**config.mk**
```make
export PLATFORM = sky130hd
export DESIGN_NAME = register_dump_tx
export DESIGN_NICKNAME = d
export VERILOG_FILES = /design/src/rtl/register_dump_tx.sv
export SDC_FILE = /design/constraint.sdc
export NUM_CORES = 1
export LEC_CHECK = 0
export BUFFER_PORTS_ARGS = -buffer_cell sky130_fd_sc_hd__buf_2
export CORE_AREA = 2 2 401 403
export CTS_BUF_LIST = sky130_fd_sc_hd__clkbuf_4
export DETAILED_ROUTE_END_ITERATION = 8
export DIE_AREA = 0 0 403 405
export GPL_TIMING_DRIVEN = 0
export SLEW_MARGIN = 20
export SYNTH_ARGS = -nofsm -noshare
export SYNTH_HDL_FRONTEND = slang
export SYNTH_SLANG_ARGS = --single-unit
```
**constraint.sdc**
```tcl
create_clock -name clock -period 4.8 [get_ports clock]
set_input_delay 0.72 -clock clock [delete_from_list [all_inputs] [get_ports clock]]
set_output_delay 0.72 -clock clock [all_outputs]
set_load 0.02 [all_outputs]
```
**src/rtl/register_dump_tx.sv**
```systemverilog
// Streams the register bank to the debug UART as one frame: a header byte,
// every register MSB first, and an XOR checksum over the data bytes.
module register_dump_tx #(
    parameter int unsigned NUM_REGS    = 32,
    parameter logic [7:0]  HEADER_BYTE = 8'hA5
) (
    input  logic                     clock,
    input  logic                     reset_n,
    input  logic                     start,
    input  logic [32*NUM_REGS-1:0]   register_bank_in,
    output logic [7:0]               tx_data,
    output logic                     tx_valid,
    input  logic                     tx_ready,
    output logic                     dump_busy,
    output logic                     dump_done
);
    localparam int unsigned      REG_W    = (NUM_REGS > 1) ? $clog2(NUM_REGS) : 1;
    localparam logic [REG_W-1:0] LAST_REG = REG_W'(NUM_REGS - 1);

    typedef enum logic [1:0] {
        IDLE,
        HEADER,
        DATA,
        CHECK
    } state_t;

    state_t           state_q;
    logic [REG_W-1:0] regIdx_q;
    logic [1:0]       byteIdx_q;
    logic [7:0]       checksum_q;
    logic [31:0]      word_q;
    logic [7:0]       txData_q;
    logic             txValid_q;
    logic             busy_q;
    logic             done_q;

    logic             accept;
    logic [REG_W-1:0] nextIdx;
    logic [31:0]      firstWord;
    logic [31:0]      nextWord;
    logic [7:0]       checksum_d;

    assign accept     = txValid_q & tx_ready;
    assign nextIdx    = regIdx_q + 1'b1;
    assign firstWord  = register_bank_in[31:0];
    assign nextWord   = register_bank_in[32*nextIdx +: 32];
    assign checksum_d = checksum_q ^ txData_q;

    // The word shift register keeps the bytes of the current register still to
    // be sent, so later bank changes cannot reach bytes already latched.
    always_ff @(posedge clock or negedge reset_n) begin
        if (!reset_n) begin
            state_q    <= IDLE;
            regIdx_q   <= '0;
            byteIdx_q  <= '0;
            checksum_q <= '0;
            word_q     <= '0;
            txData_q   <= '0;
            txValid_q  <= 1'b0;
            busy_q     <= 1'b0;
            done_q     <= 1'b0;
        end else begin
            done_q <= 1'b0;
            unique case (state_q)
                IDLE: begin
                    regIdx_q  <= '0;
                    byteIdx_q <= '0;
                    if (start) begin
                        state_q    <= HEADER;
                        txData_q   <= HEADER_BYTE;
                        txValid_q  <= 1'b1;
                        busy_q     <= 1'b1;
                        checksum_q <= '0;
                    end
                end
                HEADER: begin
                    if (accept) begin
                        state_q   <= DATA;
                        word_q    <= firstWord;
                        txData_q  <= firstWord[31:24];
                        regIdx_q  <= '0;
                        byteIdx_q <= '0;
                    end
                end
                DATA: begin
                    if (accept) begin
                        checksum_q <= checksum_d;
                        if (byteIdx_q != 2'd3) begin
                            word_q    <= {word_q[23:0], 8'h00};
                            txData_q  <= word_q[23:16];
                            byteIdx_q <= byteIdx_q + 2'd1;
                        end else if (regIdx_q != LAST_REG) begin
                            regIdx_q  <= nextIdx;
                            word_q    <= nextWord;
                            txData_q  <= nextWord[31:24];
                            byteIdx_q <= '0;
                        end else begin
                            state_q  <= CHECK;
                            txData_q <= checksum_d;
                        end
                    end
                end
                CHECK: begin
                    if (accept) begin
                        state_q   <= IDLE;
                        txData_q  <= '0;
                        txValid_q <= 1'b0;
                        busy_q    <= 1'b0;
                        done_q    <= 1'b1;
                        regIdx_q  <= '0;
                        byteIdx_q <= '0;
                    end
                end
                default: state_q <= IDLE;
            endcase
        end
    end

    assign tx_data   = txData_q;
    assign tx_valid  = txValid_q;
    assign dump_busy = busy_q;
    assign dump_done = done_q;

endmodule

```
# Yosys cells after proc, flatten, opt, wreduce, memory -nomap -nowiden
# Cells that the tools add are included.
# totals
ff_bits	51
in_bits	1028
output_inout_bits	11
elab_cells	75
# op_classes
n_addsub	2
n_eq_ne	14
shift	1
muxes	36
n_bitwise	2
n_reduce_logical	12
# ops
cell	n
variable part select 1024 x 11 -> 32 bit	1
2-to-1 mux 24 bit	4
2-to-1 mux 8 bit	8
case mux 24 bit (2 select lines)	1
case mux 8 bit (4 select lines)	1
2-to-1 mux 5 bit	4
2-to-1 mux 2 bit	9
inequality test 2 bit, second input constant	8
case mux 8 bit (2 select lines)	1
case mux 5 bit (3 select lines)	1
AND reduction 4 bit	3
AND reduction 3 bit	3
case mux 2 bit (4 select lines)	1
bitwise XOR 8 bit	1
case mux 2 bit (3 select lines)	1
AND reduction 6 bit	1
nonzero test 2 bit	3
adder 5 x 1 -> 5 bit, second input constant	1
inequality test 5 bit, second input constant	1
== test 2 bit, second input constant	2
2-to-1 mux 1 bit	4
inequality test 3 bit, second input constant	1
adder 2 x 1 -> 2 bit, second input constant	1
== test 2 x 1 -> 1 bit, second input constant	1
other kinds (5)	5

# Longest topological paths before layout
# logic_depth
ltp_word	6
depth_mapped	11
depth_no_buf	8

# Worst setup path after synthesis
# Ideal clock, no wire load.
# synth_timing
path_kind	register to register
startpoint	reg regIdx_q[3]
endpoint	reg word_q[17]
setup_time_ns	0.077
t_arrival_ns	2.407
required_ns	4.723
path_slack_ns	2.316
stages_incl_launch_ff	11
n_path_buf	5
synth_period_minus_slack_ns	2.484
cell_sequence	dfrtp_1 -> buf_2 -> buf_1 -> and3_2 -> ha_1 -> clkbuf_1 -> nand2b_1 -> clkbuf_1 -> clkbuf_1 -> o22ai_1 -> o21ai_1
# synth_between
elab_chain_len	6
elab_cells_between_ends	9
cone_classes	add/sub: 1; eq/ne: 2; shift: 1; mux: 4; reduce/logical: 1
# synth_lines
item	line	rtl
start: declaration	28	logic [REG_W-1:0] regIdx_q;
start signal: assignment	93	regIdx_q <= nextIdx;
adder 5 x 1 -> 5 bit	44	assign nextIdx = regIdx_q + 1'b1;
variable part select 1024 x 11 -> 32 bit	46	assign nextWord = register_bank_in[32*nextIdx +: 32];
2-to-1 mux 24 bit	92	end else if (regIdx_q != LAST_REG) begin
2-to-1 mux 24 bit	88	if (byteIdx_q != 2'd3) begin
2-to-1 mux 24 bit	86	if (accept) begin
case mux 24 bit (2 select lines)	64	unique case (state_q)
end signal: assignment	79	word_q <= firstWord;
end signal: assignment	89	word_q <= {word_q[23:0], 8'h00};
end signal: assignment	94	word_q <= nextWord;
end: declaration	31	logic [31:0] word_q;
# Parallel ways exist; a longest one is shown, timed or not. The select of a mux whose other input is x is not followed.
# A chain may end at the register's enable or synchronous reset.

# Worst setup path in the final report
# layout_timing
startpoint	reg regIdx_q[1]
endpoint	reg word_q[16]
# The elaborated chain is that of the path after synthesis.

==> metrics.log <==
[metrics] clock latency on the worst-skew pair: between 0.4 and 0.5 ns
[metrics] via count: 16230
[metrics] number of max-cap violations: 0
[metrics] dominant cell by count in the synthesized netlist: sky130_fd_sc_hd__mux4_2
[metrics] Gate power share: 0.536
[metrics] half-perimeter wire length after placement: between 100000 and 150000 um
[metrics] peak fanout along the critical path: 10
[metrics] number of buffers inserted for hold repair after clock tree synthesis: 0
[metrics] Worst setup EP type: register
[metrics] sequential fraction of the synthesis area: 0.113
[metrics] Pwr per Cell Area: 80.5 nW/um^2
[metrics] clock transition at the registers of the reported paths: around 0.19 ns
[metrics] Synth area leader: sky130_fd_sc_hd__mux4_2
[metrics] maximum clock frequency: roughly 0.24 GHz
[metrics] placer congestion estimate: 0.959
[metrics] syn nets: 2142
[metrics] proportion of power drawn by the clock network: 0.189
[metrics] number of buffers added by the clock tree synthesis step: 5
[metrics] final critical-path required period: 4.12 ns
[metrics] fraction of post-synthesis cell area in the top cell type by area: 0.508
[metrics] commonest cells in the synthesized netlist: 254 x sky130_fd_sc_hd__mux4_2, 205 x sky130_fd_sc_hd__nand2_1, 107 x sky130_fd_sc_hd__nor2_1
[metrics] part of the cycle the worst path needs: 0.858
[metrics] Slowest Stage Delay on Critical Path: slightly below 0.9 ns
[metrics] synthesis-to-finish area growth: 72.9%
[metrics] number of top-level pins: 1039
[metrics] number of filler cells placed in the layout: 18496
[metrics] most used flip-flop cell after synthesis: sky130_fd_sc_hd__dfrtp_1
[metrics] cell occurring most often along the worst timing path: sky130_fd_sc_hd__nor2_1
[metrics] net switching power: about 570 uW
[metrics] share of final-layout standard cells stronger than drive strength 1: 0.652
[metrics] cells resized by post-CTS repair: 2
[metrics] number of post-CTS setup repair buffers: 0
[metrics] placement row count: 147
[metrics] Max-Slew Margin vs Limit: 0.166
[metrics] Worst Setup Path Type: register to register
[metrics] worst hold path type: input pin to asynchronous set/reset pin
[metrics] FF+latch count, synth: 51
[metrics] average detailed-routed wire length per instance: between 30 and 40 um
[metrics] maximum number of pins on one net before global-route repair: 52
[metrics] part of the total power dissipated in sequential elements: 0.275
[metrics] Vias per Instance: 3.77
[metrics] worst voltage drop across the vdd grid: 0.0797 mV
[metrics] measured slew at the worst slew-check pin: 1.23 ns
[metrics] clock tree root driver cell: sky130_fd_sc_hd__clkbuf_4
[metrics] max-slew violation count: 0
[metrics] Critical Path Source Type: register
[metrics] DIE AREA: about 160000 um^2
[metrics] cell depth of the worst flop-to-flop path: 9
[metrics] switching portion of total power: 0.361
[metrics] master of the slowest instance on the critical path: sky130_fd_sc_hd__o311ai_1
[metrics] CP bufs+invs: 3
[metrics] global-route wire length before repair: approximately 180000 um
[metrics] # setup viols final: 0
[metrics] utilization after layout: 0.122
[metrics] Power, Total: 1.57 mW
[metrics] list of cells traversed by the critical path: ha_1 > buf_4 > buf_1 > buf_2 > mux4_2 > nor2_1 > nor2_1 > o311ai_1 > o21ai_1
[metrics] footprint of the multi-input gates: 9400 um^2
[metrics] total routed wirelength: 146000 um
[metrics] CTS sink count: 51
[metrics] static leakage: slightly below 8 nW
[metrics] outcome: finished, final reports clean
[metrics] Arrival @ worst endpoint: 4.44 ns
[metrics] required arrival time at the worst endpoint: 5.12 ns
[metrics] share of async-settable or async-resettable flops after synthesis: 1.00
[metrics] die width: about 400 um
[metrics] core footprint: around 160000 um^2
[metrics] area taken by flip-flops and latches: 1280 um^2
[metrics] depth of the critical timing path with buffers and inverters included: 9
[metrics] r2r startpoint: regIdx_q[1]
[metrics] number of warnings printed during yosys synthesis: 0
[metrics] Post-Route Skew: between 0.01 and 0.015 ns
[metrics] count of input and output buffers: 1038
[metrics] CTS tree: built
[metrics] kind of cell adding the most delay to the critical path: buffers and inverters
[metrics] cell internal pwr: 1.00 mW
[metrics] final antenna-violating net count: 0
[metrics] number of DRC markers in iteration 0: about 1400
[metrics] Distinct cells, synth: 56
[metrics] cell area after synthesis: approximately 11000 um^2
[metrics] number of detailed-routing iterations run before antenna repair: 5
[metrics] Syn Inst Count: 1106
[metrics] vertical die dimension: 405 um
[metrics] worst setup path startpoint: regIdx_q[1]
[metrics] maximum number of buffers from clock root to sink: 2
[metrics] via count of the first global-routing pass: 16051
[metrics] EDFF count, synth: 0
[metrics] unrepaired setup endpoints after global routing: false
[metrics] global-route total usage across every layer: 0.171
[metrics] htree depth: 2
[metrics] sum of overflow across all layers after global routing: 0
[metrics] number of antenna violations at the first check in global routing: ~130
[metrics] DRC errors left: 0
[metrics] Nets: between 3000 and 4000
[metrics] main area contributors after synthesis: sky130_fd_sc_hd__mux4_2 51%, sky130_fd_sc_hd__dfrtp_1 11%, sky130_fd_sc_hd__nand2_1 6.8%
[metrics] Final Hold Fails: 0
[metrics] synthesized area per cell: 10.2 um^2
[metrics] starting density of the core: 0.0707
## power by group through the flow
| stage | logic [mW] | registers [mW] | clock network [mW] |
|---|---|---|---|
| floorplan | 0.207 | 0.438 | 0 |
| global placement | 0.826 | 0.438 | 0 |
| detailed placement | 0.834 | 0.438 | 0 |
| CTS | 0.838 | 0.430 | 0.311 |
| global route | 0.886 | 0.430 | 0.317 |
| finish | 0.840 | 0.430 | 0.297 |
## per-stage QoR
| step | instances | TNS, ns | area [um^2] | hold WS [ns] | worst slack, ns |
|---|---|---|---|---|---|
| 3_5_place_dp | 4243 | -16.98 | 19300 | 0.483 | -1.05 |
| 5_1_grt | 4268 | 0 | 19400 | 0.334 | 0.326 |
| 6_report | 4300 | 0 | 19500 | 0.304 | 0.682 |
| 4_1_cts | 4250 | 0 | 19300 | 0.304 | 0.331 |
| 2_1_floorplan | 1106 | 0 | 11300 | 0.424 | 2.32 |
| 3_3_place_gp | 4230 | -37.83 | 19100 | 0.477 | -1.86 |
## registers in the layout, indices dropped and copies added (netlist names)
| register | cells |
|---|---|
| word_q | 24 |
| checksum_q | 8 |
| tx_data | 8 |
| regIdx_q | 5 |
| byteIdx_q | 2 |
| state_q | 2 |
| dump_busy | 1 |
| dump_done | 1 |
## worst paths after layout
check | to | slack (ns)
worst max-delay path | word_q[16] | 0.68
worst min-delay path | tx_data[7] | 0.30
worst max register to register | word_q[16] | 0.68
worst min register to register | regIdx_q[4] | 0.52
max in group asynchronous | word_q[11] | 3.94
min in group clock | regIdx_q[4] | 0.52
## layout make-up
cell class                 count  share of cell area
inverter                      13             0.00251
clock inverter                 3             0.00219
antenna                       50             0.00643
multi-input combinational    917               0.483
sequential                    51              0.0656
tap                         2086               0.134
clock buffer                   5             0.00193
timing repair buffer        1051               0.272
buffer                       124              0.0325
## layout by cell type, fill, tap and decap left out, types with 18 or more instances in the layout
| cell | n |
|---|---|
| sky130_fd_sc_hd__nor2b_1 | 21 |
| sky130_fd_sc_hd__diode_2 | 50 |
| sky130_fd_sc_hd__o21ai_1 | 24 |
| sky130_fd_sc_hd__buf_4 | 22 |
| sky130_fd_sc_hd__a21oi_1 | 20 |
| sky130_fd_sc_hd__buf_2 | 1089 |
| sky130_fd_sc_hd__mux2i_1 | 18 |
| sky130_fd_sc_hd__nor2_1 | 107 |
| sky130_fd_sc_hd__nand2_1 | 205 |
| sky130_fd_sc_hd__nand4_1 | 36 |
| sky130_fd_sc_hd__o21ai_0 | 74 |
| sky130_fd_sc_hd__clkbuf_1 | 38 |
| sky130_fd_sc_hd__mux4_2 | 254 |
| sky130_fd_sc_hd__dfrtp_1 | 51 |
## worst register-to-register path, stage by stage (launching register included)
cell and delay, ns:
sky130_fd_sc_hd__dfrtp_1 0.46, sky130_fd_sc_hd__ha_1 0.29, sky130_fd_sc_hd__buf_4 0.27, sky130_fd_sc_hd__buf_1 0.81
sky130_fd_sc_hd__buf_2 0.58, sky130_fd_sc_hd__mux4_2 0.41, sky130_fd_sc_hd__nor2_1 0.10, sky130_fd_sc_hd__nor2_1 0.11
sky130_fd_sc_hd__o311ai_1 0.89, sky130_fd_sc_hd__o21ai_1 0.10
## cell families (layout without fill, tap and decap cells)
logic type | count (synthesis) | in the layout | synth area share
compound gates | 211 | 211 | 0.119
mux | 279 | 279 | 0.533
simple gates | 411 | 411 | 0.160
xor+xnor | 8 | 8 | 0.00689
flops | 51 | 51 | 0.113
buf+inv | 138 | 1196 | 0.0594
fa+ha+maj | 8 | 8 | 0.00889
other cells | 0 | 50 | 0
## layer usage
| metal | up-vias | global-route usage | routed length (um) |
|---|---|---|---|
| met5 | - | 0 | 316 |
| met4 | 46 | 0.0371 | 3720 |
| met3 | 257 | 0.0565 | 13100 |
| met2 | 1130 | 0.282 | 68200 |
| met1 | 8180 | 0.215 | 60700 |
| li1 | 6617 | - | - |
(Power assumes the default switching activity.)
